==> config.mk <==
export PLATFORM = sky130hd
export DESIGN_NAME = sccb_target_regfile
export DESIGN_NICKNAME = d
export VERILOG_FILES = /design/src/rtl/sccb_target_regfile.sv
export SDC_FILE = /design/constraint.sdc
export NUM_CORES = 2
export LEC_CHECK = 0
export ABC_AREA = 1
export CAP_MARGIN = 10
export CORE_MARGIN = 4
export CORE_UTILIZATION = 25
export CTS_BUF_LIST = sky130_fd_sc_hd__clkbuf_8
export CTS_CLUSTER_DIAMETER = 150
export CTS_CLUSTER_SIZE = 8
export DETAILED_ROUTE_END_ITERATION = 8
export PLACE_DENSITY = 0.45
export SLEW_MARGIN = 20
export SYNTH_ARGS = -nofsm -noshare
export SYNTH_HDL_FRONTEND = slang
export SYNTH_SLANG_ARGS = --single-unit
==> constraint.sdc <==
create_clock -name clk -period 161.6 [get_ports clk]
set_clock_uncertainty 0.05 [all_clocks]
set_input_delay 24.24 -clock clk [delete_from_list [all_inputs] [get_ports clk]]
set_output_delay 24.24 -clock clk [all_outputs]
set_load 0.01 [all_outputs]
==> src/rtl/sccb_target_regfile.sv <==
// rtl/sccb_target_regfile.sv - SCCB/I2C target with a 256 x 8 register file
`timescale 1ns/1ps
module sccb_target_regfile #(
    parameter logic [6:0] DEV_ADDR = 7'h21
) (
    input  logic       clk,
    input  logic       reset,
    input  logic       scl_in,
    input  logic       sda_in,
    output logic       sda_oe,
    output logic       wr_strobe,
    output logic [7:0] wr_reg,
    output logic [7:0] wr_data,
    output logic       busy
);
    localparam logic [3:0] S_IDLE      = 4'd0;
    localparam logic [3:0] S_DEVADDR   = 4'd1;
    localparam logic [3:0] S_ACK_DEV   = 4'd2;
    localparam logic [3:0] S_REGADDR   = 4'd3;
    localparam logic [3:0] S_ACK_REG   = 4'd4;
    localparam logic [3:0] S_WRDATA    = 4'd5;
    localparam logic [3:0] S_ACK_WR    = 4'd6;
    localparam logic [3:0] S_RDDATA    = 4'd7;
    localparam logic [3:0] S_RD_MACK   = 4'd8;
    localparam logic [3:0] S_WAIT_STOP = 4'd9;

    logic scl_m_q, scl_s_q, scl_h_q;
    logic sda_m_q, sda_s_q, sda_h_q;

    // Synchronizers reset to the idle-bus level so no edge is seen on release
    always_ff @(posedge clk or posedge reset) begin
        if (reset) begin
            scl_m_q <= 1'b1;
            scl_s_q <= 1'b1;
            scl_h_q <= 1'b1;
            sda_m_q <= 1'b1;
            sda_s_q <= 1'b1;
            sda_h_q <= 1'b1;
        end else begin
            scl_m_q <= scl_in;
            scl_s_q <= scl_m_q;
            scl_h_q <= scl_s_q;
            sda_m_q <= sda_in;
            sda_s_q <= sda_m_q;
            sda_h_q <= sda_s_q;
        end
    end

    logic scl_rise, scl_fall, bus_start, bus_stop;
    assign scl_rise  = scl_s_q & ~scl_h_q;
    assign scl_fall  = ~scl_s_q & scl_h_q;
    assign bus_start = scl_s_q & sda_h_q & ~sda_s_q;
    assign bus_stop  = scl_s_q & ~sda_h_q & sda_s_q;

    logic [3:0] state_q, state_d;
    logic [2:0] cnt_q, cnt_d;
    logic [7:0] shift_q, shift_d;
    logic [7:0] ptr_q, ptr_d;
    logic       phase_q, phase_d;
    logic       rw_q, rw_d;
    logic       sda_oe_q, sda_oe_d;
    logic       busy_q, busy_d;
    logic       wr_strobe_q, wr_strobe_d;
    logic [7:0] wr_reg_q, wr_reg_d;
    logic [7:0] wr_data_q, wr_data_d;

    logic [7:0] regs_q [256];
    logic       mem_we;
    logic [7:0] mem_wa, mem_wd;

    logic [7:0] byte_in, rd_byte;
    assign byte_in = {shift_q[6:0], sda_s_q};
    assign rd_byte = regs_q[ptr_q];

    // phase_q: in ACK states marks the ack bit as driven; in RD_MACK marks a master ACK
    always_comb begin
        state_d     = state_q;
        cnt_d       = cnt_q;
        shift_d     = shift_q;
        ptr_d       = ptr_q;
        phase_d     = phase_q;
        rw_d        = rw_q;
        sda_oe_d    = sda_oe_q;
        busy_d      = busy_q;
        wr_strobe_d = 1'b0;
        wr_reg_d    = wr_reg_q;
        wr_data_d   = wr_data_q;
        mem_we      = 1'b0;
        mem_wa      = ptr_q;
        mem_wd      = byte_in;
        if (bus_stop) begin
            state_d  = S_IDLE;
            sda_oe_d = 1'b0;
            busy_d   = 1'b0;
        end else if (bus_start) begin
            state_d  = S_DEVADDR;
            cnt_d    = 3'd0;
            sda_oe_d = 1'b0;
        end else begin
            case (state_q)
                S_DEVADDR, S_REGADDR, S_WRDATA: begin
                    if (scl_rise) begin
                        shift_d = byte_in;
                        cnt_d   = cnt_q + 3'd1;
                        if (cnt_q == 3'd7) begin
                            phase_d = 1'b0;
                            if (state_q == S_DEVADDR) begin
                                if (byte_in[7:1] == DEV_ADDR) begin
                                    state_d = S_ACK_DEV;
                                    rw_d    = byte_in[0];
                                    busy_d  = 1'b1;
                                end else begin
                                    state_d = S_WAIT_STOP;
                                end
                            end else if (state_q == S_REGADDR) begin
                                ptr_d   = byte_in;
                                state_d = S_ACK_REG;
                            end else begin
                                mem_we      = 1'b1;
                                wr_reg_d    = ptr_q;
                                wr_data_d   = byte_in;
                                wr_strobe_d = 1'b1;
                                ptr_d       = ptr_q + 8'd1;
                                state_d     = S_ACK_WR;
                            end
                        end
                    end
                end
                S_ACK_DEV, S_ACK_REG, S_ACK_WR: begin
                    if (scl_fall) begin
                        if (!phase_q) begin
                            sda_oe_d = 1'b1;
                            phase_d  = 1'b1;
                        end else begin
                            cnt_d   = 3'd0;
                            phase_d = 1'b0;
                            if (state_q == S_ACK_DEV && rw_q) begin
                                state_d  = S_RDDATA;
                                shift_d  = rd_byte;
                                sda_oe_d = ~rd_byte[7];
                            end else begin
                                sda_oe_d = 1'b0;
                                state_d  = (state_q == S_ACK_DEV) ? S_REGADDR : S_WRDATA;
                            end
                        end
                    end
                end
                S_RDDATA: begin
                    if (scl_fall) begin
                        if (cnt_q == 3'd7) begin
                            sda_oe_d = 1'b0;
                            phase_d  = 1'b0;
                            state_d  = S_RD_MACK;
                        end else begin
                            shift_d  = {shift_q[6:0], shift_q[7]};
                            sda_oe_d = ~shift_q[6];
                            cnt_d    = cnt_q + 3'd1;
                        end
                    end
                end
                S_RD_MACK: begin
                    if (scl_rise && !phase_q) begin
                        if (!sda_s_q) begin
                            ptr_d   = ptr_q + 8'd1;
                            phase_d = 1'b1;
                        end else begin
                            state_d = S_WAIT_STOP;
                        end
                    end else if (scl_fall && phase_q) begin
                        state_d  = S_RDDATA;
                        shift_d  = rd_byte;
                        sda_oe_d = ~rd_byte[7];
                        cnt_d    = 3'd0;
                        phase_d  = 1'b0;
                    end
                end
                default: ;
            endcase
        end
    end

    always_ff @(posedge clk or posedge reset) begin
        if (reset) begin
            state_q     <= S_IDLE;
            cnt_q       <= 3'd0;
            shift_q     <= 8'h00;
            ptr_q       <= 8'h00;
            phase_q     <= 1'b0;
            rw_q        <= 1'b0;
            sda_oe_q    <= 1'b0;
            busy_q      <= 1'b0;
            wr_strobe_q <= 1'b0;
            wr_reg_q    <= 8'h00;
            wr_data_q   <= 8'h00;
        end else begin
            state_q     <= state_d;
            cnt_q       <= cnt_d;
            shift_q     <= shift_d;
            ptr_q       <= ptr_d;
            phase_q     <= phase_d;
            rw_q        <= rw_d;
            sda_oe_q    <= sda_oe_d;
            busy_q      <= busy_d;
            wr_strobe_q <= wr_strobe_d;
            wr_reg_q    <= wr_reg_d;
            wr_data_q   <= wr_data_d;
        end
    end

    always_ff @(posedge clk or posedge reset) begin
        if (reset) begin
            for (int i = 0; i < 256; i++) regs_q[i] <= 8'h00;
        end else if (mem_we) begin
            regs_q[mem_wa] <= mem_wd;
        end
    end

    assign sda_oe    = sda_oe_q;
    assign wr_strobe = wr_strobe_q;
    assign wr_reg    = wr_reg_q;
    assign wr_data   = wr_data_q;
    assign busy      = busy_q;
endmodule

Word-level counts from Yosys, hierarchy flattened
Index checks and enable logic that the tools add are counted.

Flip-flop bits (word level): 2098. Input bits: 4. Output and inout port bits: 19. Word-level logic and storage cells: 443.

$add $sub $neg: 2. Magnitude comparators: 2. Equal/unequal tests: 42. Multiplexer cells: 81. Bitwise logic cells: 17. Reduce and logical (&&, ||, !) cells: 26.

Operators with widths (count): $bwmux W2048 (1); $mux W8 (17); $bmux W8 S8 (1); $demux W8 S8 (1); $mux W4 (13); $ne A4 B4 Y1 const B (8); $pmux W8 S4 (1); $mux W1 (31); $mux W3 (10); $ne A3 B3 Y1 const B (9); $ne A2 B2 Y1 const B (12); $reduce_and A9 Y1 (2); $eq A4 B3 Y1 const B (4); $pmux W4 S4 (1); $pmux W8 S2 (1); $reduce_and A8 Y1 (2); $reduce_and A7 Y1 (2); $pmux W3 S4 (1); $reduce_bool A2 Y1 (6); $reduce_and A11 Y1 (1); $ne A5 B5 Y1 const B (2); $not A1 Y1 (10); $reduce_bool A5 Y1 (2); $ge A9 B9 Y1 const B (1); 21 further kinds (31).

Depth between registers and ports, before layout
Depth after elaboration: 11. Depth in mapped cells: 20. Mapped depth without buffers: 16.

Worst setup path after synthesis
OpenSTA, ideal clock, no wires.

Path type: reg-to-output. Start point: register busy_q (netlist: busy). End point: output busy. Arrival time: 0.385 ns. Required time: 137.310 ns. Setup slack: 136.925 ns. Stages on the path, launching flop included: 1. Buffers on the path: 0. Cells stage by stage: dfrtp_1.

RTL lines: start: declaration (RTL line 62) `logic busy_q, busy_d;`; start signal: assignment (RTL line 203) `busy_q <= busy_d;`; end: declaration (RTL line 14) `output logic busy`.

No word-level cell between the ends.

==> flow_summary.ini <==
[global_routing]
grtUsageTotal_pct = 16.6
antenna_found_initial = 8
grt_max_degree = 165
grt_pass1_vias = 77215
grt_pass1_wl_mm = 517
grt-ovfl-total = 0

[routing]
via_count = 79271
drc_errors = 0
wl_per_cell_um = 20.3
drt-total-wl_mm = 338
final_antenna_net_count = 0
viasPerCell = 4.77
firstDrtPassIters = 8
drt_iter0_markers = 7142

[worst_setup_path]
slowest_stage = buf_4
critical_path.startpoint_type = primary input
reg2reg_depth = 19
cp_max_fo = 117
crit_family = buffers and inverters
max_stage_delay_ns = 0.83
cp_cell_sequence = clkdlybuf4s50_1 > inv_8 > buf_4 > buf_4 > buf_4 > buf_4 > buf_4 > buf_4
r2r_end = sda_oe
worstPathArrival_ns = 29.96
critical_path_class = primary input to async pin
end_kind = async pin
r2r_start = mem_wa[0]
cp_common_cell = buf_4
crit_buf_inv = 8
r2r_setup_slack_ns = 155.41
worstPathRequired_ns = 162.55

[synth]
syn-cell-area_um2 = 97100
avgSynthCellArea_um2 = 8.17
synth-edff-count = 0
netlist_instances = 11887
synthArstFlopShare_pct = 100
syn_nets = 11897
yosysTopAreaCell = dfrtp_1
yosysSeqAreaShare_pct = 54.1
synth_top_area_share_pct = 53.9
yosys_warnings = 0
synth_area_leaders = dfrtp_1, o21ai_0, nand2_1
ys_types = 52
yosys_register_bits = 2098
synth_top_flop_cell = dfrtp_1

[run]
cap_viol_max_count = 0

[floorplanning]
fp.dieW_um = 631
fp-row-count = 228
initial_core_util_pct = 25.1
core_um2 = 386000
die_h_um = 631
die-area_um2 = 399000
io_pins = 23

[timing]
post-route-period-util_pct = 18.0
layout_setup_ws_ns = 132.59
grt_setup_unrepaired = no
hold_viol_final = 0
min_period_ns = 29.01
relSlewSlack_pct = 27.9
final_max_slew_viol_count = 0
tns_ns = 0
setup_violations = 0
fmaxAchievable_ghz = 0.0345
worstMarginPinSlew_ns = 1.07

[min_path]
hold_end = scl_s_q
whs_path_depth = 0
min_path_type = flop to flop
hold_start = scl_m_q

[clock_network]
cts_buffer_depth = 4
cts_max_level = 5
path_clk_slew_ns = 0.06
postCtsHoldBufs = 0
cts_buffers = 301
clk_latency_ns = 1.05
cts_tree = built
cts-root-buf = clkbuf_8
cts_sinks = 2098
post_cts_buffers = 0
post_cts_resized = 0

[status]
outcome = complete, no violations

[finish]
regMostFlops = regs_q
post-route-util_pct = 27.2
largest_reg_flops = 2048
layout_commonest_cell = nand2_1
area_growth_pct = 8.14
fill_cells = 42567
layout_common_cells = nand2_1, o21ai_0, dfrtp_1
layout-drive-gt1-share_pct = 6.65
finalNetCount = 11414

[placement]
io_buffers = 22
detailedPlace.worstSlack_ns = 131.18
dp_hpwl_mm = 190
gp_congestion = 0.777

[power_and_ir_drop]
ir_drop_mv = 0.0175
power_per_cell_area_nw_per_um2 = 14.3
p_leak_nw = 47.9
per-stage QoR:
step	hold WS, ns	cells	cell area, um^2	total power, W
4_1_cts	0.307	16619	105000	0.00152
3_5_place_dp	0.297	16276	101000	0.00113
6_report	0.306	16621	105000	0.00150
2_1_floorplan	0.295	11887	97100	0.000901
3_3_place_gp	0.300	16276	101000	0.00114
5_1_grt	0.308	16620	105000	0.00159
synthesized netlist by cell type (4+ instances only):
| master | n |
|---|---|
| nand4_2 | 14 |
| nand2_2 | 72 |
| a21boi_1 | 5 |
| buf_8 | 7 |
| nor3_4 | 8 |
| a21oi_1 | 19 |
| nand2_1 | 3360 |
| nor2_2 | 16 |
| nand3_1 | 64 |
| o21ai_0 | 2873 |
| o21ai_2 | 18 |
| buf_4 | 39 |
| inv_4 | 4 |
| o211ai_1 | 5 |
| nand4_1 | 86 |
| nand2_4 | 89 |
| buf_2 | 261 |
| dfstp_2 | 6 |
| nor2_4 | 10 |
| nor2_8 | 18 |
| buf_1 | 26 |
| o22ai_1 | 201 |
| o21ai_1 | 343 |
| buf_6 | 84 |
| inv_1 | 136 |
| clkbuf_1 | 515 |
| dfrtp_1 | 2092 |
| ha_1 | 6 |
| nor2_1 | 1444 |
| inv_2 | 26 |
| clkinv_1 | 5 |
| nor3_1 | 9 |
cells by family after synthesis:
group | synth area share, %
and+or+nand+nor | 22.0
xor gates and xnor gates | 0.0180
buffers and inverters | 5.53
muxes | 0.0103
adders and majority gates | 0.0773
DFF | 54.1
AOI/OAI and AO/OA | 18.3
layer usage:
layer | GRT usage (%) | routed length, um | up-vias
li1 | - | - | 37928
met2 | 26.2 | 151000 | 1661
met5 | 0 | 13 | -
met4 | 4.81 | 9860 | 2
met3 | 1.87 | 14600 | 456
met1 | 23.9 | 162000 | 39224
worst register-to-register path, cell delays in order (launching register included):
cell and delay (ns):
dfrtp_4 0.77, inv_8 0.55, buf_12 0.56, buf_12 0.55
buf_4 0.68, buf_4 0.60, nand2_1 0.13, nand3_1 0.09
nand2_1 0.09, nand2_1 0.07, nand2_1 0.06, nor2_1 0.16
nor2_1 0.12, nor2_1 0.37, nand2_1 0.21, nor2_1 0.41
nand4_1 0.19, nand2_1 0.10, nand3_1 0.20, nand2_1 0.12
power by group:
group,total (W),internal (W),switching (W)
sequential,0.000538,0.000528,0.00000916
clock,0.000382,0.000172,0.000210
combinational,0.000580,0.000120,0.000460
how the worst max path moves through the flow:
stage / depth (start not counted) / from / endpoint
after floorplan: 1 / reset / busy
after global placement: 8 / reset / wr_data[3]
after detailed placement: 8 / reset / wr_data[3]
after CTS: 8 / reset / regs_q[890]
after global routing: 8 / reset / regs_q[823]
final: 8 / reset / wr_reg[1]
cell type report:
class                           instances  area [um^2]  share of cell area, %
Sequential cell                      2098        52500                   50.0
Multi-Input combinational cell       8684        39300                   37.4
Tap cell                             5175         6470                   6.16
Clock buffer                          309         4250                   4.05
Timing Repair Buffer                  148         1480                   1.41
Inverter                              171          744                  0.709
Clock inverter                         34          255                  0.243
Antenna cell                            2         5.00                0.00476
(Power assumes the default switching activity.)
